<file path="config.mk">
export PLATFORM = sky130hd
export DESIGN_NAME = pc_fetch_sequencer
export DESIGN_NICKNAME = d
export VERILOG_FILES = /design/src/rtl/pc_fetch_sequencer.sv
export SDC_FILE = /design/constraint.sdc
export NUM_CORES = 1
export LEC_CHECK = 0
export ABC_AREA = 1
export BUFFER_PORTS_ARGS = -buffer_cell sky130_fd_sc_hd__buf_2
export CORE_MARGIN = 2
export CORE_UTILIZATION = 43
export CTS_CLUSTER_SIZE = 10
export DETAILED_ROUTE_END_ITERATION = 6
export GPL_TIMING_DRIVEN = 0
export PLACE_DENSITY = 0.8
export SKIP_CTS_REPAIR_TIMING = 1
export SKIP_LAST_GASP = 1
export SLEW_MARGIN = 10
export SYNTH_ARGS = -nofsm -noshare
export SYNTH_HDL_FRONTEND = slang
export SYNTH_SLANG_ARGS = --single-unit
</file>
<file path="constraint.sdc">
create_clock -name clk -period 3.4 [get_ports clk]
set_input_delay 0.17 -clock clk [delete_from_list [all_inputs] [get_ports clk]]
set_output_delay 0.17 -clock clk [all_outputs]
set_load 0.05 [all_outputs]
</file>
<file path="src/rtl/pc_fetch_sequencer.sv">
// pc_fetch_sequencer
//
// Owns the architectural PC and sequences instruction fetch through a
// req/ack handshake to instruction memory. Each instruction goes through
// FETCH (request held until ack) and then ISSUE (instruction presented for
// execution). On leaving ISSUE the next PC is the next-PC unit result,
// the EPC on eret, or the exception vector on an exception or a misaligned
// target. A hazard stall holds the instruction in ISSUE.
//
// Ports:
//   clk, rst           rising-edge clock, asynchronous active-high reset
//   npc                next PC from the next-PC unit (used in ISSUE)
//   stall              hazard freeze, holds ISSUE
//   exc_req, eret      exception request / return-from-exception (ISSUE)
//   epc_in             saved EPC from CP0, target on eret
//   imem_req/addr      fetch request and address (address == pc)
//   imem_ack/rdata     memory response and instruction word
//   pc, instr          current instruction address and latched word
//   instr_valid        high while in ISSUE
//   epc_we, epc_out    one-cycle CP0 EPC write pulse and faulting PC
//   misaligned         one-cycle pulse when a selected target is misaligned
//   retire_cnt         wrapping count of ISSUE exits
module pc_fetch_sequencer #(
  parameter logic [31:0] RESET_PC   = 32'h0000_3000,
  parameter logic [31:0] EXC_VECTOR = 32'h0000_4180
) (
  input  logic        clk,
  input  logic        rst,
  input  logic [31:0] npc,
  input  logic        stall,
  input  logic        exc_req,
  input  logic        eret,
  input  logic [31:0] epc_in,
  output logic        imem_req,
  output logic [31:0] imem_addr,
  input  logic        imem_ack,
  input  logic [31:0] imem_rdata,
  output logic [31:0] pc,
  output logic [31:0] instr,
  output logic        instr_valid,
  output logic        epc_we,
  output logic [31:0] epc_out,
  output logic        misaligned,
  output logic [31:0] retire_cnt
);

  typedef enum logic [1:0] {
    BOOT,
    FETCH,
    ISSUE
  } state_t;

  state_t      state_q, state_d;
  logic [31:0] pc_q, pc_d;
  logic [31:0] instr_q, instr_d;
  logic        imem_req_q, imem_req_d;
  logic        instr_valid_q, instr_valid_d;
  logic        epc_we_q, epc_we_d;
  logic [31:0] epc_out_q, epc_out_d;
  logic        misaligned_q, misaligned_d;
  logic [31:0] retire_cnt_q, retire_cnt_d;
  logic [31:0] target;

  always_comb begin
    state_d      = state_q;
    pc_d         = pc_q;
    instr_d      = instr_q;
    epc_out_d    = epc_out_q;
    retire_cnt_d = retire_cnt_q;
    epc_we_d     = 1'b0;
    misaligned_d = 1'b0;
    target       = eret ? epc_in : npc;

    case (state_q)
      BOOT: state_d = FETCH;

      FETCH: begin
        if (imem_ack) begin
          instr_d = imem_rdata;
          state_d = ISSUE;
        end
      end

      ISSUE: begin
        // Exceptions outrank the stall so a frozen pipeline can still trap.
        if (exc_req) begin
          pc_d         = EXC_VECTOR;
          epc_out_d    = pc_q;
          epc_we_d     = 1'b1;
          retire_cnt_d = retire_cnt_q + 32'd1;
          state_d      = FETCH;
        end else if (!stall) begin
          if (target[1:0] != 2'b00) begin
            pc_d         = EXC_VECTOR;
            epc_out_d    = pc_q;
            epc_we_d     = 1'b1;
            misaligned_d = 1'b1;
          end else begin
            pc_d = target;
          end
          retire_cnt_d = retire_cnt_q + 32'd1;
          state_d      = FETCH;
        end
      end

      default: state_d = BOOT;
    endcase

    // Request and valid are registered copies of the state being entered.
    imem_req_d    = (state_d == FETCH);
    instr_valid_d = (state_d == ISSUE);
  end

  always_ff @(posedge clk or posedge rst) begin
    if (rst) begin
      state_q       <= BOOT;
      pc_q          <= RESET_PC;
      instr_q       <= '0;
      imem_req_q    <= 1'b0;
      instr_valid_q <= 1'b0;
      epc_we_q      <= 1'b0;
      epc_out_q     <= '0;
      misaligned_q  <= 1'b0;
      retire_cnt_q  <= '0;
    end else begin
      state_q       <= state_d;
      pc_q          <= pc_d;
      instr_q       <= instr_d;
      imem_req_q    <= imem_req_d;
      instr_valid_q <= instr_valid_d;
      epc_we_q      <= epc_we_d;
      epc_out_q     <= epc_out_d;
      misaligned_q  <= misaligned_d;
      retire_cnt_q  <= retire_cnt_d;
    end
  end

  assign imem_req    = imem_req_q;
  assign imem_addr   = pc_q;
  assign pc          = pc_q;
  assign instr       = instr_q;
  assign instr_valid = instr_valid_q;
  assign epc_we      = epc_we_q;
  assign epc_out     = epc_out_q;
  assign misaligned  = misaligned_q;
  assign retire_cnt  = retire_cnt_q;

endmodule
</file>
; Word level (Yosys, flattened, before mapping)
; Cells that the tools add are included.
[classes]
addsub = 1
muxes = 19
n_reduce_logical = 6
eq_ne = 5
[op_table]
columns = cell, count
row1 = $mux W32, 9
row2 = $add A32 B1 Y32 const B, 1
row3 = $mux W1, 6
row4 = $mux W2, 3
row5 = $pmux W2 S3, 1
row6 = $eq A2 B1 Y1 const B, 2
row7 = $eq A2 B2 Y1 const B, 2
row8 = $reduce_and A2 Y1, 2
row9 = $reduce_bool A2 Y1, 2
row10 = $reduce_and A3 Y1, 1
row11 = $logic_not A2 Y1, 1
row12 = $ne A2 B1 Y1 const B, 1
[totals]
reg_bits = 134
input_bits = 102
output_inout_bits = 164

; Logic depth before layout (Yosys ltp)
; Gate-level depths: netlist (run 1).
[logic_depth]
word_depth = 6
mapped_depth = 9
depth_no_buf = 9

; Worst setup path before layout (run 1)
; Ideal clock, no wire load.
[synth_path]
path_kind = register to register
start = register retire_cnt_q[0] (netlist: retire_cnt[0])
end = register retire_cnt_q[20] (netlist: retire_cnt[20])
path_buffers = 0
period_less_slack_ns = 1.787
t_arrival_ns = 1.645
stages_incl_launch_ff = 8
path_slack_ns = 1.613
setup_time_ns = 0.142
path_cell_list = dfrtp_1 ha_1 inv_1 nor2_1 nand2_1 nor2_4 nand2_1 xnor2_1
[synth_between]
elab_chain_cells = 3
[synth_rtl]
columns = element, line_no
row1 = "start, declared", 61  ; logic [31:0] retire_cnt_q, retire_cnt_d;
row2 = "start signal, assigned", 134  ; retire_cnt_q <= retire_cnt_d;
row3 = $add A32 B1 Y32 (*), "90, 101"
row4 = $mux W32, 92  ; end else if (!stall) begin
row5 = $mux W32 (*), 86  ; if (exc_req) begin
; Every way passes the cells marked *; elsewhere a longest branch is shown, timed or not. The select of a mux whose other input is x is not followed.
; A chain may end at the register's enable or synchronous reset.

; Worst setup path in the final report (run 1)
[layout_path]
start = register state_q[0]
end = register pc_q[28] (netlist: imem_addr[28])
[layout_between]
elab_chain_cells = 2
[layout_rtl]
columns = element, line_no
row1 = "start, declared", 53  ; state_t state_q, state_d;
row2 = "start signal, assigned", 126  ; state_q <= state_d;
row3 = $eq A2 B2 Y1, 74  ; case (state_q)
row4 = $reduce_and A2 Y1 (no line), -
row5 = "end signal, assigned", 127  ; pc_q <= pc_d;
row6 = "end, declared", 54  ; logic [31:0] pc_q, pc_d;
; No other way between the ends.

==> results_dict.tcl, run 1 <==
set metrics [dict create \
    initial_utilization 0.444 \
    power_density_nw_per_um2 1040 \
    critPathArrivalTime_ns 2.06 \
    hold_path_class "in -> reg" \
    die_width_um 124 \
    synth_area_leaders "dfrtp_1 53%, nand2_1 12%, mux2_2 5.8%, nand3_1 5.0%, buf_4 4.4%" \
    synth_nets 793 \
    synth_top_cell_area_share 0.532 \
    slew_headroom 0.519 \
    syn_to_final_growth_pct 40.4 \
    period_share 0.520 \
    syn_area_sq_um 6210 \
    fin_tns_setup_ns 0 \
    grt_pass1_wl_um 27000 \
    yosysSeqAreaShare 0.541 \
    rows 43 \
    synth_edf_count 0 \
    crit_chain "inv_1 -> nand2_1 -> nor2_4 -> buf_4 -> buf_4 -> nand3_1 -> o21ai_0 -> nor2_1" \
    worst_slew_pin_slew_ns 0.720 \
    grt_max_degree 40 \
    rsz0062_at_grt "false" \
    final_common_cell "buf_2" \
    cts_tree "built" \
    first_pass_iters 7 \
    critPathLaunch "state_q[0]" \
    dp.cells 1138 \
    synth_cell_types 29 \
    dieArea_sq_um 15400 \
    dr_total_vias 5864 \
    ys.flop_type "dfrtp_1" \
    nets 1108 \
    drive_gt1_frac 0.393 \
    grt_overflow 0 \
    yosys.area.top_type "dfrtp_1" \
    die_h_um 124 \
    slowest_delay_ns 0.38 \
    wl_um 18100 \
    period_minus_slack_ns 1.77 \
    run_status "complete, no violations" \
    cts_made_buffers 17 \
    synth-seq-cells 134 \
    drc 0 \
    fin_skew_ns 0.00801 \
    p_leak_nw 4.62 \
    gp_congestion 0.868 \
    async_reset_ff_frac 1.00 \
    worst-setup-path-type "reg -> reg" \
    hp-start "imem_rdata[4]" \
    slowest_stage "dfrtp_1" \
    syn_inst 690 \
    htree_levels 4 \
    fillers 1199 \
    worstPathMaxFanout 10 \
    drtIter0Drc 436 \
    clk_pin_slew_ns 0.06 \
    antenna_found_initial 0 \
    power_mw 9.10 \
    setup_viol 0 \
    cts-root-buf "clkbuf_16" \
    fin_cells 1199 \
    cts_buffer_depth 2 \
    setup.worst_path.start_class "flop" \
    dpl.hpwl_um 13300 \
    syn_area_per_cell_sq_um 9.00 \
    antenna_left 0 \
    clk_latency_ns 0.41 \
    grt_pass1_vias 5304 \
    cap_violations 0 \
    synth-warning-count 0 \
    portBuffers 265 \
    ioPinCount 266 \
    grt_usage 0.230 \
    layout_common_cells "277 x buf_2, 204 x nand2_1, 132 x dfrtp_1" \
    hold_viol_final 0 \
    slew_violations 0 \
    fmax_ghz 0.565 \
    ir_drop_v 0.000759 \
    r2r_start "state_q[0]" \
    cp_common_cell "buf_4" \
    crit_path_end_kind "flop" \
    via_per_inst 4.89 \
    cp.required_ns 3.69 \
    coreArea_sq_um 14000 \
    wl_per_cell_um 15.1 \
    cts_sinks 134 \
]
[critical path, delay by kind of cell, from the launching register on]
family | cells | cell delay [ns]
flip-flops | 1 | 0.38
AO/OA/AOI/OAI | 1 | 0.11
AND/OR/NAND/NOR | 4 | 0.60
buffers and inverters | 3 | 0.56
[Yosys cell counts, types with 2 or more instances]
cell	count
buf_2	12
buf_4	36
clkbuf_1	12
dfrtp_1	132
dfstp_2	2
inv_1	36
inv_2	2
mux2_2	32
nand2_1	204
nand3_1	62
nand4_1	9
nor2_1	62
nor2_4	2
o211ai_1	10
o21ai_0	35
o21ai_1	2
or2_2	10
xnor2_1	14
xor2_1	6
[through the flow]
step                      hold WS (ns)  utilization  setup slack, ns  instance area (sq um)
after floorplan                  0.242            -             1.57                   6210
after global placement           0.363        0.555            0.720                   7760
after detailed placement         0.317        0.559             1.67                   7820
after CTS                       -0.121        0.603             1.59                   8430
after global routing          -0.00846        0.623             1.51                   8710
final                          0.00177        0.623             1.63                   8710
[report_power, final]
group | switching (mW) | internal, mW | total [mW]
clock | 0.659 | 1.20 | 1.85
sequential | 0.420 | 2.18 | 2.60
combinational | 3.48 | 1.17 | 4.65
total | 4.56 | 4.54 | 9.10
[sequential cells by signal, summed over array words and instances, names as in the netlist]
register     flops
state_q          2
retire_cnt      32
instr           32
imem_req         1
imem_addr       32
instr_valid      1
misaligned       1
epc_out         32
epc_we           1
[layout make-up]
class	instances	area, sq um	share of cell area
repair buffers	296	1670	0.191
flip-flops and latches	134	3360	0.385
clock inverters	7	91.3	0.0105
clock buffers	25	515	0.0592
inverters	38	146	0.0168
multi-input cells	458	2330	0.268
diodes	1	2.50	0.000287
plain buffers	60	375	0.0431
well taps	180	225	0.0259
[cells by family after synthesis]
logic type / count (synthesis) / synth area share
adder cells (fa/ha/maj): 1 / 0.00202
multiplexers: 32 / 0.0581
buffers and inverters: 98 / 0.0835
flip-flops: 134 / 0.541
XOR/XNOR: 20 / 0.0282
AO/OA/AOI/OAI: 48 / 0.0439
AND/OR/NAND/NOR: 357 / 0.244
[final timing paths]
path | to | slack [ns] | cells after the start
max in group asynchronous | instr[21] | 2.12 | 5
min in group asynchronous | retire_cnt[4] | 0.43 | 3
max reg2reg | imem_addr[28] | 1.63 | 8
min | instr[4] | 0.002 | 2
min reg2reg | epc_out[19] | 0.47 | 2
max | imem_addr[28] | 1.63 | 8
[per-layer routing]
metal | wire length [um] | global-route usage | up-vias
li1 | - | - | 2823
met5 | 0 | 0 | -
met1 | 7480 | 0.296 | 2790
met4 | 375 | 0.0787 | 0
met2 | 9220 | 0.390 | 223
met3 | 1070 | 0.0430 | 28
Note: power is estimated with default switching activity, not from simulation.
==> run 2: changes to the inputs <==
ABC_AREA = 0   (was 1)
CORE_UTILIZATION = 42   (was 43)
clock period = 1.57 ns   (was 3.4 ns; I/O delays follow)
==> results_dict.tcl, run 2 <==
set metrics [dict create \
    dr_total_vias 4832 \
    antenna-diode-count 0 \
    run_status "complete, but fails checks" \
    fillers 1067 \
    ys.flop_type "dfrtp_1" \
    syn_to_final_growth_pct 56.6 \
    wl_per_cell_um 16.7 \
    async_reset_ff_frac 1.00 \
    synth_cell_types 39 \
    grt_overflow 0 \
    worstPathMaxFanout 9 \
    synth_commonest_cells "132 x dfrtp_1, 64 x mux2_2, 38 x nor2_1" \
    period_share 1.11 \
    violations "hold timing, setup timing" \
    nets 912 \
    critPathArrivalTime_ns 2.08 \
    yosysMostFrequentCell "dfrtp_1" \
    dp.cells 905 \
    layout_common_cells "264 x buf_2, 117 x dfrtp_1, 55 x buf_4, 55 x mux2_2, 41 x dlygate4sd3_1" \
    hold_ws_ns -0.00973 \
    antenna_left 0 \
    dieArea_sq_um 14800 \
    hold_path_class "in -> reg" \
    wl_um 16700 \
    drtIter0Drc 268 \
    slowest_delay_ns 0.48 \
    htree_levels 4 \
    synth_edf_count 0 \
    ioPinCount 266 \
    fmax_ghz 0.575 \
    first_pass_iters 4 \
    dp_slack_ns -0.352 \
    ir_drop_v 0.00163 \
    synth-seq-cells 134 \
    cts_buffer_depth 2 \
    setup.worst_path.start_class "flop" \
    cts_tree "built" \
    via_per_inst 4.83 \
    rows 43 \
    yosysSeqAreaShare 0.577 \
    syn_area_sq_um 5820 \
    die_width_um 122 \
    period_minus_slack_ns 1.74 \
    antenna_found_initial 1 \
    gp_congestion 0.741 \
    slew_headroom 0.493 \
    grt_pass1_wl_um 23000 \
    critPathTopFamily "simple AND/OR/NAND/NOR gates" \
    drive_gt1_frac 0.591 \
    cap_violations 0 \
    fin_skew_ns 0.00734 \
    synth_area_leaders "dfrtp_1 57%, mux2_2 12%, mux2i_1 5.2%, buf_4 4.1%, a211oi_1 3.5%" \
    cts_made_buffers 17 \
    cts-root-buf "clkbuf_16" \
    die_h_um 122 \
    clk_latency_ns 0.42 \
    rsz0062_at_grt "true" \
    syn_inst 458 \
    crit_path_end_kind "flop" \
    coreArea_sq_um 13700 \
    synth_nets 561 \
    setup_ws_ns -0.168 \
    worst_slew_pin_slew_ns 0.760 \
    grt_max_degree 40 \
    fin_cells 1001 \
    drc 0 \
    cp.buffers_inverters 0 \
    fin_tns_setup_ns -4.20 \
    clk_pin_slew_ns 0.06 \
    slowest_stage "or3_4" \
    grt_usage 0.203 \
    initial_utilization 0.424 \
    final_area_sq_um 9110 \
    synth-warning-count 0 \
    slew_violations 0 \
    power_density_nw_per_um2 2330 \
    reg2reg_slack_ns -0.17 \
    place_area_sq_um 7520 \
    crit_chain "and3_4 -> nand3_4 -> or3_4 -> nor4_4 -> xor2_1" \
    worst-setup-path-type "reg -> reg" \
    cts_sinks 134 \
    yosys.area.top_type "dfrtp_1" \
    synth_top_cell_area_share 0.568 \
    dpl.hpwl_um 10900 \
    grt_pass1_vias 4458 \
    p_leak_nw 4.68 \
    cp.required_ns 1.91 \
    syn_area_per_cell_sq_um 12.7 \
    hold_viol_final 6 \
    final_common_cell "buf_2" \
    portBuffers 264 \
    setup_viol 52 \
]
## run 2: path summary, 6_finish.rpt
path,end,start,cells after the start
min in group asynchronous,epc_out[25],rst,3
worst min register to register,retire_cnt[31],retire_cnt[31],1
worst max-delay path,retire_cnt[31],retire_cnt[14],5
max in group asynchronous,imem_addr[12],rst,4
worst min-delay path,imem_addr[10],npc[10],3
worst max register to register,retire_cnt[31],retire_cnt[14],5
## run 2: metal layers
metal / vias to the layer above / wire length, um / GRT usage / part of all wire
met5: - / 13 / 0 / 0.00078
met4: 2 / 257 / 0.0761 / 0.015
met3: 25 / 863 / 0.0534 / 0.052
met2: 162 / 8820 / 0.348 / 0.53
met1: 2370 / 6720 / 0.246 / 0.40
li1: 2273 / - / - / -
## run 2: cell families (layout without fill, tap and decap cells)
group                    count (synthesis)  after routing  synth area share
AND/OR/NAND/NOR                        103            104            0.0931
buffers and inverters                   61            423            0.0626
multiplexers                            94             94             0.175
flip-flops                             134            134             0.577
AO/OA/AOI/OAI                           34             34            0.0432
XOR/XNOR                                31             31            0.0467
adder cells (fa/ha/maj)                  1              1           0.00215
## run 2: area by class of cell
cell class	instances	area [sq um]	share of cell area
buffer	53	424	0.0465
clock buffer	22	484	0.0531
clock inverter	9	195	0.0214
inverter	5	22.5	0.00247
multi-input combinational	264	2330	0.255
sequential	134	3370	0.370
tap	180	225	0.0247
timing repair buffer	334	2060	0.226
## run 2: power by group
group | switching [mW] | internal, mW | leakage [nW]
registers | 0.947 | 4.77 | 1.64
logic | 7.74 | 3.24 | 2.70
clock network | 1.43 | 3.13 | 0.336
## run 2: worst min-delay path, stage by stage
cell,delay (ns)
buf_2,0.10
mux2i_1,0.11
a211oi_1,0.08
## run 2: metrics by stage
stage / power, mW / utilization
CTS: 20.9 / 0.598
global placement: 16.0 / 0.544
finish: 21.3 / 0.664
global route: 22.1 / 0.664
floorplan: 13.8 / -
detailed placement: 16.3 / 0.548
